### src/rtl/pico_ahb_master_pkg.sv
// Shared AHB-Lite encodings and FSM state type for the PicoRV32-to-AHB bridge.
package pico_ahb_pkg;

    localparam logic [1:0] HTRANS_IDLE   = 2'b00;
    localparam logic [1:0] HTRANS_NONSEQ = 2'b10;

    localparam logic [2:0] HSIZE_BYTE = 3'b000;
    localparam logic [2:0] HSIZE_HALF = 3'b001;
    localparam logic [2:0] HSIZE_WORD = 3'b010;

    localparam logic [1:0] HRESP_OKAY  = 2'b00;
    localparam logic [1:0] HRESP_ERROR = 2'b01;

    localparam logic [2:0] HBURST_SINGLE = 3'b000;

    typedef enum logic [1:0] {
        ST_IDLE = 2'b00,
        ST_ADDR = 2'b01,
        ST_DATA = 2'b10,
        ST_DONE = 2'b11
    } state_e;

endpackage

### src/rtl/pico_ahb_master_if.sv
// CPU native memory port plus AHB-Lite master signals, bundled for the bridge.
interface pico_ahb_master_if;

    logic        mem_valid;
    logic        mem_instr;
    logic [31:0] mem_addr;
    logic [31:0] mem_wdata;
    logic [3:0]  mem_wstrb;
    logic        mem_ready;
    logic [31:0] mem_rdata;
    logic        bus_err;

    logic [1:0]  htrans;
    logic        hwrite;
    logic [2:0]  hsize;
    logic [31:0] haddr;
    logic [2:0]  hburst;
    logic [3:0]  hprot;
    logic [31:0] hwdata;
    logic        hready;
    logic [1:0]  hresp;
    logic [31:0] hrdata;

    modport master (
        input  mem_valid, mem_instr, mem_addr, mem_wdata, mem_wstrb,
        output mem_ready, mem_rdata, bus_err,
        output htrans, hwrite, hsize, haddr, hburst, hprot, hwdata,
        input  hready, hresp, hrdata
    );

    modport slave (
        output mem_valid, mem_instr, mem_addr, mem_wdata, mem_wstrb,
        input  mem_ready, mem_rdata, bus_err,
        input  htrans, hwrite, hsize, haddr, hburst, hprot, hwdata,
        output hready, hresp, hrdata
    );

endinterface

### src/rtl/pico_ahb_master_wstrb_dec.sv
// Maps PicoRV32 byte strobes onto AHB size, low address bits and direction.
module pico_wstrb_dec
    import pico_ahb_pkg::*;
(
    input  logic [3:0] wstrb,
    output logic [2:0] hsize,
    output logic [1:0] addr_lo,
    output logic       hwrite,
    output logic       illegal
);

    always_comb begin
        hsize   = HSIZE_WORD;
        addr_lo = 2'b00;
        hwrite  = 1'b1;
        illegal = 1'b0;
        case (wstrb)
            4'b0000: hwrite = 1'b0;
            4'b0001: begin hsize = HSIZE_BYTE; addr_lo = 2'b00; end
            4'b0010: begin hsize = HSIZE_BYTE; addr_lo = 2'b01; end
            4'b0100: begin hsize = HSIZE_BYTE; addr_lo = 2'b10; end
            4'b1000: begin hsize = HSIZE_BYTE; addr_lo = 2'b11; end
            4'b0011: begin hsize = HSIZE_HALF; addr_lo = 2'b00; end
            4'b1100: begin hsize = HSIZE_HALF; addr_lo = 2'b10; end
            4'b1111: hsize = HSIZE_WORD;
            default: begin
                hwrite  = 1'b0;
                illegal = 1'b1;
            end
        endcase
    end

endmodule

### src/rtl/pico_ahb_master.sv
// PicoRV32 native memory port to single-master AHB-Lite bridge.
// One SINGLE transfer per CPU request; every output comes straight from a flop.
module pico_ahb_master
    import pico_ahb_pkg::*;
#(
    parameter logic [31:0] ERR_RDATA = 32'h0000_0000,
    parameter logic        PRIV      = 1'b1
) (
    input  logic             hclk,
    input  logic             hreset_n,
    pico_ahb_master_if.master bus
);

    state_e      state_q, state_d;
    logic [1:0]  htrans_q, htrans_d;
    logic        hwrite_q, hwrite_d;
    logic [2:0]  hsize_q, hsize_d;
    logic [31:0] haddr_q, haddr_d;
    logic [3:0]  hprot_q, hprot_d;
    logic [31:0] hwdata_q, hwdata_d;
    logic [31:0] wdata_q, wdata_d;
    logic        mem_ready_q, mem_ready_d;
    logic [31:0] mem_rdata_q, mem_rdata_d;
    logic        bus_err_q, bus_err_d;

    logic [2:0]  dec_hsize;
    logic [1:0]  dec_addr_lo;
    logic        dec_hwrite;
    logic        dec_illegal;
    logic [1:0]  unused_addr_lo;

    assign unused_addr_lo = bus.mem_addr[1:0];

    pico_wstrb_dec u_wstrb_dec (
        .wstrb   (bus.mem_wstrb),
        .hsize   (dec_hsize),
        .addr_lo (dec_addr_lo),
        .hwrite  (dec_hwrite),
        .illegal (dec_illegal)
    );

    // In DONE, mem_ready_q still low means we arrived straight from IDLE on an
    // illegal strobe: spend one extra cycle so the pulse lands two cycles after acceptance.
    always_comb begin
        state_d     = state_q;
        htrans_d    = htrans_q;
        hwrite_d    = hwrite_q;
        hsize_d     = hsize_q;
        haddr_d     = haddr_q;
        hprot_d     = hprot_q;
        hwdata_d    = hwdata_q;
        wdata_d     = wdata_q;
        mem_ready_d = 1'b0;
        mem_rdata_d = 32'h0000_0000;
        bus_err_d   = 1'b0;
        case (state_q)
            ST_IDLE: begin
                if (bus.mem_valid && !mem_ready_q) begin
                    hwrite_d = dec_hwrite;
                    hsize_d  = dec_hsize;
                    haddr_d  = {bus.mem_addr[31:2], dec_addr_lo};
                    hprot_d  = {2'b00, PRIV, ~bus.mem_instr};
                    wdata_d  = bus.mem_wdata;
                    if (dec_illegal) begin
                        state_d = ST_DONE;
                    end else begin
                        state_d  = ST_ADDR;
                        htrans_d = HTRANS_NONSEQ;
                    end
                end
            end
            ST_ADDR: begin
                if (bus.hready) begin
                    state_d  = ST_DATA;
                    htrans_d = HTRANS_IDLE;
                    hwdata_d = wdata_q;
                end
            end
            ST_DATA: begin
                if (bus.hready) begin
                    state_d     = ST_DONE;
                    mem_ready_d = 1'b1;
                    if (bus.hresp == HRESP_ERROR) begin
                        mem_rdata_d = ERR_RDATA;
                        bus_err_d   = 1'b1;
                    end else begin
                        mem_rdata_d = hwrite_q ? 32'h0000_0000 : bus.hrdata;
                    end
                end
            end
            ST_DONE: begin
                if (!mem_ready_q) begin
                    mem_ready_d = 1'b1;
                    mem_rdata_d = ERR_RDATA;
                    bus_err_d   = 1'b1;
                end else begin
                    state_d = ST_IDLE;
                end
            end
            default: state_d = ST_IDLE;
        endcase
    end

    always_ff @(posedge hclk) begin
        if (!hreset_n) begin
            state_q     <= ST_IDLE;
            htrans_q    <= HTRANS_IDLE;
            hwrite_q    <= 1'b0;
            hsize_q     <= HSIZE_WORD;
            haddr_q     <= 32'h0000_0000;
            hprot_q     <= {2'b00, PRIV, 1'b1};
            hwdata_q    <= 32'h0000_0000;
            wdata_q     <= 32'h0000_0000;
            mem_ready_q <= 1'b0;
            mem_rdata_q <= 32'h0000_0000;
            bus_err_q   <= 1'b0;
        end else begin
            state_q     <= state_d;
            htrans_q    <= htrans_d;
            hwrite_q    <= hwrite_d;
            hsize_q     <= hsize_d;
            haddr_q     <= haddr_d;
            hprot_q     <= hprot_d;
            hwdata_q    <= hwdata_d;
            wdata_q     <= wdata_d;
            mem_ready_q <= mem_ready_d;
            mem_rdata_q <= mem_rdata_d;
            bus_err_q   <= bus_err_d;
        end
    end

    assign bus.htrans    = htrans_q;
    assign bus.hwrite    = hwrite_q;
    assign bus.hsize     = hsize_q;
    assign bus.haddr     = haddr_q;
    assign bus.hburst    = HBURST_SINGLE;
    assign bus.hprot     = hprot_q;
    assign bus.hwdata    = hwdata_q;
    assign bus.mem_ready = mem_ready_q;
    assign bus.mem_rdata = mem_rdata_q;
    assign bus.bus_err   = bus_err_q;

endmodule
### src/flat_wrapper.sv
// flat-port wrapper written by rule: the top's interface ports become plain ports
module pico_ahb_master_flat import pico_ahb_pkg::*;
#(
    parameter logic [31:0] ERR_RDATA = 32'h0000_0000,
    parameter logic        PRIV      = 1'b1
)
  (hclk, hreset_n, bus_mem_valid, bus_mem_instr, bus_mem_addr, bus_mem_wdata, bus_mem_wstrb, bus_mem_ready, bus_mem_rdata, bus_bus_err, bus_htrans, bus_hwrite, bus_hsize, bus_haddr, bus_hburst, bus_hprot, bus_hwdata, bus_hready, bus_hresp, bus_hrdata);
  pico_ahb_master_if bus_i ();
  input  logic hclk;
  input  logic hreset_n;
  input wire logic [$bits(bus_i.mem_valid)-1:0] bus_mem_valid;
  input wire logic [$bits(bus_i.mem_instr)-1:0] bus_mem_instr;
  input wire logic [$bits(bus_i.mem_addr)-1:0] bus_mem_addr;
  input wire logic [$bits(bus_i.mem_wdata)-1:0] bus_mem_wdata;
  input wire logic [$bits(bus_i.mem_wstrb)-1:0] bus_mem_wstrb;
  output wire logic [$bits(bus_i.mem_ready)-1:0] bus_mem_ready;
  output wire logic [$bits(bus_i.mem_rdata)-1:0] bus_mem_rdata;
  output wire logic [$bits(bus_i.bus_err)-1:0] bus_bus_err;
  output wire logic [$bits(bus_i.htrans)-1:0] bus_htrans;
  output wire logic [$bits(bus_i.hwrite)-1:0] bus_hwrite;
  output wire logic [$bits(bus_i.hsize)-1:0] bus_hsize;
  output wire logic [$bits(bus_i.haddr)-1:0] bus_haddr;
  output wire logic [$bits(bus_i.hburst)-1:0] bus_hburst;
  output wire logic [$bits(bus_i.hprot)-1:0] bus_hprot;
  output wire logic [$bits(bus_i.hwdata)-1:0] bus_hwdata;
  input wire logic [$bits(bus_i.hready)-1:0] bus_hready;
  input wire logic [$bits(bus_i.hresp)-1:0] bus_hresp;
  input wire logic [$bits(bus_i.hrdata)-1:0] bus_hrdata;
  assign bus_i.mem_valid = bus_mem_valid;
  assign bus_i.mem_instr = bus_mem_instr;
  assign bus_i.mem_addr = bus_mem_addr;
  assign bus_i.mem_wdata = bus_mem_wdata;
  assign bus_i.mem_wstrb = bus_mem_wstrb;
  assign bus_mem_ready = bus_i.mem_ready;
  assign bus_mem_rdata = bus_i.mem_rdata;
  assign bus_bus_err = bus_i.bus_err;
  assign bus_htrans = bus_i.htrans;
  assign bus_hwrite = bus_i.hwrite;
  assign bus_hsize = bus_i.hsize;
  assign bus_haddr = bus_i.haddr;
  assign bus_hburst = bus_i.hburst;
  assign bus_hprot = bus_i.hprot;
  assign bus_hwdata = bus_i.hwdata;
  assign bus_i.hready = bus_hready;
  assign bus_i.hresp = bus_hresp;
  assign bus_i.hrdata = bus_hrdata;
  pico_ahb_master #(.ERR_RDATA(ERR_RDATA), .PRIV(PRIV)) u_core (.hclk(hclk), .hreset_n(hreset_n), .bus(bus_i));
endmodule
### config.mk
export PLATFORM = sky130hd
export DESIGN_NAME = pico_ahb_master_flat
export DESIGN_NICKNAME = d
export VERILOG_FILES = /design/src/rtl/pico_ahb_master_pkg.sv /design/src/rtl/pico_ahb_master_if.sv /design/src/rtl/pico_ahb_master_wstrb_dec.sv /design/src/rtl/pico_ahb_master.sv /design/src/flat_wrapper.sv
export SDC_FILE = /design/constraint.sdc
export NUM_CORES = 1
export LEC_CHECK = 0
export ABC_CLOCK_PERIOD_IN_PS = 1600
export CORE_UTILIZATION = 42
export DETAILED_ROUTE_END_ITERATION = 8
export PLACE_DENSITY = 0.86
export SYNTH_ARGS = -nofsm -noshare
export SYNTH_HDL_FRONTEND = slang
export SYNTH_SLANG_ARGS = --single-unit
### constraint.sdc
create_clock -name hclk -period 1.6 [get_ports hclk]
set_input_delay 0.24 -clock hclk [delete_from_list [all_inputs] [get_ports hclk]]
set_output_delay 0.24 -clock hclk [all_outputs]
set_load 0.02 [all_outputs]
[Word level (Yosys, flattened, before mapping)]
Index checks and enable logic that the tools add are counted.
Word-level totals
  output and inout port bits: 111
  logic and storage cells: 65
  register bits after elaboration: 139
Cells by class
  equal/unequal tests: 16
  bitwise gates (word level): 4
  muxes and demuxes: 19
  reduce and logical (&&, ||, !) cells: 15
Operator list (count)
  two-way mux 2 bit: 8
  == test 4 bit (second input constant): 3
  == test 4 x 2 -> 1 bit (second input constant): 2
  case mux 2 bit (2 select lines): 2
  case mux 2 bit (4 select lines): 1
  AND reduction 4 bit: 2
  OR reduction 8 bit: 1
  OR reduction 7 bit: 1
  inequality test 2 bit (second input constant): 3
  case mux 2 bit (3 select lines): 1
  two-way mux 1 bit: 5
  OR reduction 5 bit: 1
  == test 2 x 1 -> 1 bit (second input constant): 2
  == test 2 bit (second input constant): 2
  == test 4 x 1 -> 1 bit (second input constant): 1
  == test 4 x 3 -> 1 bit (second input constant): 1
  logical NOT 4 bit: 1
  inequality test 2 x 1 -> 1 bit (second input constant): 2
  inverter 1 bit: 4
  case mux 1 bit (2 select lines): 2
  AND reduction 2 bit: 2
  OR reduction 2 bit: 2
  OR reduction 4 bit: 1
  logical NOT 2 bit: 1
  other kinds (3): 3

[Depth between registers and ports, before layout]
  depth after elaboration: 5
  mapped depth: 8
  mapped depth without buffers: 6

[Cells and area by module]
A second synthesis with hierarchy kept.
Second synthesis, totals
  cells, all modules: 568
  area, all modules: 5168.7 um^2
By module, submodules not included
  pico_ahb_master: sequential area each 2762.6 um^2, area each 5064.9 um^2, cells an instance 551, times used 1
  pico_wstrb_dec: sequential area each 0.0 um^2, area each 103.8 um^2, cells an instance 17, times used 1

[Least setup slack after synthesis]
Ideal clock, no wire load.
  path type: flip-flop to flip-flop
  start: reg u_core.state_q[0]
  end: reg u_core.hsize_q[0] (netlist: u_core.bus.hsize[0])
  path slack: 0.175 ns
  period minus slack after synthesis: 1.425 ns
  cell stages (with the launch flop): 9
  path buffers: 3
  data arrival time: 1.305 ns
  setup time: 0.120 ns
  cell sequence: dfxtp_1 -> inv_1 -> ha_1 -> and2_1 -> buf_4 -> buf_8 -> buf_6 -> o21ai_2 -> a21oi_1
On the way
  cells in the longest elaborated chain, start to end: 2
RTL lines
  start: declaration: line pico_ahb_master.sv:14  | state_e state_q, state_d;
  start signal: assignment: line pico_ahb_master.sv:118  | state_q <= state_d;
  logical NOT 2 bit: line pico_ahb_master.sv:56  | case (state_q)
  AND reduction 2 bit (no source line)
  end signal: assignment: line pico_ahb_master.sv:121  | hsize_q <= hsize_d;
  end: declaration: line pico_ahb_master.sv:17  | logic [2:0] hsize_q, hsize_d;
Every way passes these cells.
A chain may end at the register's enable or synchronous reset.

[Final worst setup path]
  start: reg u_core.mem_rdata_q[25] (netlist: u_core.bus.mem_rdata[25])
  end: out bus_mem_rdata[25]
RTL lines
  start: declaration: line pico_ahb_master.sv:23  | logic [31:0] mem_rdata_q, mem_rdata_d;
  start signal: assignment: line pico_ahb_master.sv:127  | mem_rdata_q <= mem_rdata_d;
  end: declaration: line flat_wrapper.sv:17  | output wire logic [$bits(bus_i.mem_rdata)-1:0] bus_mem_rdata;
No word-level cell between the ends.

==> results.md <==
- Layout area overhead: 57.9%
- Buf+Inv Stages, Crit Path: 1
- GR peak layer: met2
- Leakage: 3.68 nW
- TritonCTS clock tree: yes
- Via count: 4,430
- DP Worst Slack: -0.111 ns
- Placed instance area: 7310 µm²
- Longest Clk Path Bufs: 2
- CP Capture Type: primary output
- Row cnt: 39
- Cells after Synth: 555
- Slew Limit Fails: 0
- CP required: 1.36 ns
- Fin. Hold Viols: 0
- Die ar.: 12,500 µm²
- Synth top area cells: dfxtp_1, nand2_1, a21boi_0
- First-pass GRT wire length: 22.3 mm
- Worst path top cell family by delay: buffers and inverters
- Hold_buf cts: 0
- Peak supply drop: 782 µV
- Synth top cells by count: nand2_1, dfxtp_1, a21boi_0, and2_1, a21boi_1
- Endpoints failing setup: 0
- Most numerous cell in the Yosys netlist: nand2_1
- Initial DRC Count: 226
- Post-detailed-routing wire length: 14.2 mm
- Met1 Use GR: 24.9%
- Dominant synthesized flop cell: dfxtp_1
- Clk slew on worst S/H paths: 0.06 ns
- Yosys warns: 0
- Height of the die: 112 µm
- Core ar.: 11,600 µm²
- Port Buffer Count: 207
- Total CTS buffers: 17
- RSZ-0062 raised after global routing: true
- Largest stage delay on the critical path: 0.61 ns
- Design area: 7980 µm²
- Initial antenna violation count: 0
- Tcrit/Tclk final: 98.4%
- FMAX: 635 MHz
- Sequential element share of the synthesized area: 54.3%
- Vias in the first global route: 4,568
- Synth Area per Inst: 9.10 µm²
- CP Data Arrival Time: 1.33 ns
- Status: complete, but fails checks
- Crit-path slowest cell: clkdlybuf4s50_1
- Netlist cell types: 38
- Placer Congestion: 0.774
- Final core utilization: 69.0%
- Final net count: 878
- Max Cap Viol: 0
- Min Tclk post-route: 1.57 ns
- Post-synth EDFFs: 0
- Routed len/inst: 15.4 µm
- Crit Path Max Fanout: 1
- CP Launch Type: register
- Ports: 218
- Setup ws final: 0.0262 ns
- Skew final: 0.00845 ns
- Clock latency on the worst-skew pair: 0.41 ns
- DP Wirelength: 9.70 mm
- Total track usage: 23.0%
- Clock sink count: 137
- Initial Util: 43.7%
- Met2 GRT Util: 41.3%
- Drt drc: 8
- TritonRoute pass-1 iters: 7
- H-tree depth: 4
- Root buf cell: clkbuf_16
- Failing checks: design-rule violations
- TNS Setup: 0 ns
- Antenna cells: 0
- Met3 usage: 5.88%
- Die span in x: 112 µm
- FFs w/ async S/R, synth: 0%
- Total grt overflow: 0
- Yosys reg bits: 137
- Power per cell area: 1380 nW/µm²
- Largest net degree at the start of global routing: 81
- Layout cell share with drive strength beyond 1: 8.99%
- Post-route ant nets: 0
- CP Class: register to primary output
- Vias/cell: 4.80
- Share of the synthesized area in the top cell type: 54.3%
- Crit path cell chain: clkdlybuf4s50_1
- Min-Delay Path Class: primary input to register
- Cell Area, Synth: 5050 µm²
- Leading area contributor after synthesis: dfxtp_1
-- placed cells by master, fill, tap and decap left out, drive strengths merged, types with 2 or more instances in the layout --
cell type / netlist / routed
nand2: 195 / 195
clkbuf: 17 / 21
clkinv: 0 / 6
a21oi: 4 / 4
clkinvlp: 0 / 2
ha: 5 / 5
nor2: 4 / 4
nor4: 2 / 2
inv: 3 / 3
nand3: 3 / 3
nand3b: 2 / 2
a21boi: 96 / 96
o21ai: 6 / 6
dfxtp: 137 / 137
bufinv: 0 / 4
dlygate4sd2: 0 / 69
dlymetal6s2s: 0 / 20
nor2b: 4 / 4
conb: 2 / 8
buf: 27 / 23
and2: 35 / 35
clkdlybuf4s50: 0 / 117
-- power by group --
| group | total [mW] | switching (mW) | internal (mW) |
|---|---|---|---|
| Clock | 4.10 | 1.42 | 2.68 |
| Sequential | 4.11 | 0.247 | 3.87 |
| Combinational | 2.80 | 1.56 | 1.24 |
| Total | 11.0 | 3.23 | 7.78 |
-- cell type report --
| type | instances | area, µm² |
|---|---|---|
| multi-input cells | 377 | 2090 |
| inverters | 3 | 11.3 |
| well taps | 143 | 179 |
| fillers | 854 | 3590 |
| flip-flops and latches | 137 | 2740 |
| clock buffers | 20 | 457 |
| clock inverters | 12 | 173 |
| repair buffers | 230 | 2320 |
-- through the flow --
stage / instances / power (mW) / hold WS (ns)
2_1_floorplan: 561 / 5.78 / 0.362
3_3_place_gp: 887 / 6.92 / 0.436
3_5_place_dp: 887 / 7.03 / 0.445
4_1_cts: 919 / 11.0 / 0.276
5_1_grt: 922 / 11.6 / 0.312
6_report: 922 / 11.0 / 0.275
-- logic make-up (layout without fill, tap and decap cells) --
kind of cell | count (synthesis) | count (layout) | synth area share (%)
AO/OA/AOI/OAI | 114 | 114 | 16.9
flip-flops | 137 | 137 | 54.3
buffers and inverters | 47 | 265 | 5.47
AND/OR/NAND/NOR | 248 | 248 | 21.4
multiplexers | 1 | 1 | 0.297
adder cells (fa/ha/maj) | 5 | 5 | 1.24
XOR/XNOR | 1 | 1 | 0.173
other | 2 | 8 | 0.149
-- per-layer routing --
layer	wire (µm)	share of wire [%]
met1	5710	40
met2	7500	53
met3	619	4.4
met4	348	2.5
met5	0	0
-- registers in the layout, indices dropped and copies added, names as in the netlist --
signal	flops
u_core.bus.bus_err	1
u_core.bus.hwrite	1
u_core.bus.mem_ready	1
u_core.state_q	2
u_core.bus.hsize	2
u_core.bus.mem_rdata	32
u_core.bus.haddr	32
u_core.bus.hprot	1
u_core.bus.hwdata	32
u_core.wdata_q	32
u_core.bus.htrans	1
-- worst register-to-register path, delay by kind of cell, from the launching register on --
family | cells | cell delay, ns
AND/OR/NAND/NOR | 3 | 0.52
adder cells (fa/ha/maj) | 1 | 0.17
flip-flops | 1 | 0.35
buffers and inverters | 3 | 0.46
-- worst paths after layout --
check	depth (start not counted)	slack [ns]	from	to
max	1	0.03	u_core.bus.mem_rdata[25]	bus_mem_rdata[25]
min	3	0.28	hreset_n	u_core.bus.hsize[1]
max reg2reg	7	0.04	u_core.state_q[0]	u_core.bus.mem_rdata[27]
min reg2reg	2	0.45	u_core.wdata_q[24]	u_core.wdata_q[24]
-- what timing repair did --
item,CTS,global route
pin swaps,0,1
buffers inserted,0,2
gates cloned,0,1
setup endpoints to repair,74,65
gates resized for setup,71,28
Power figures use the tool's default switching activity.
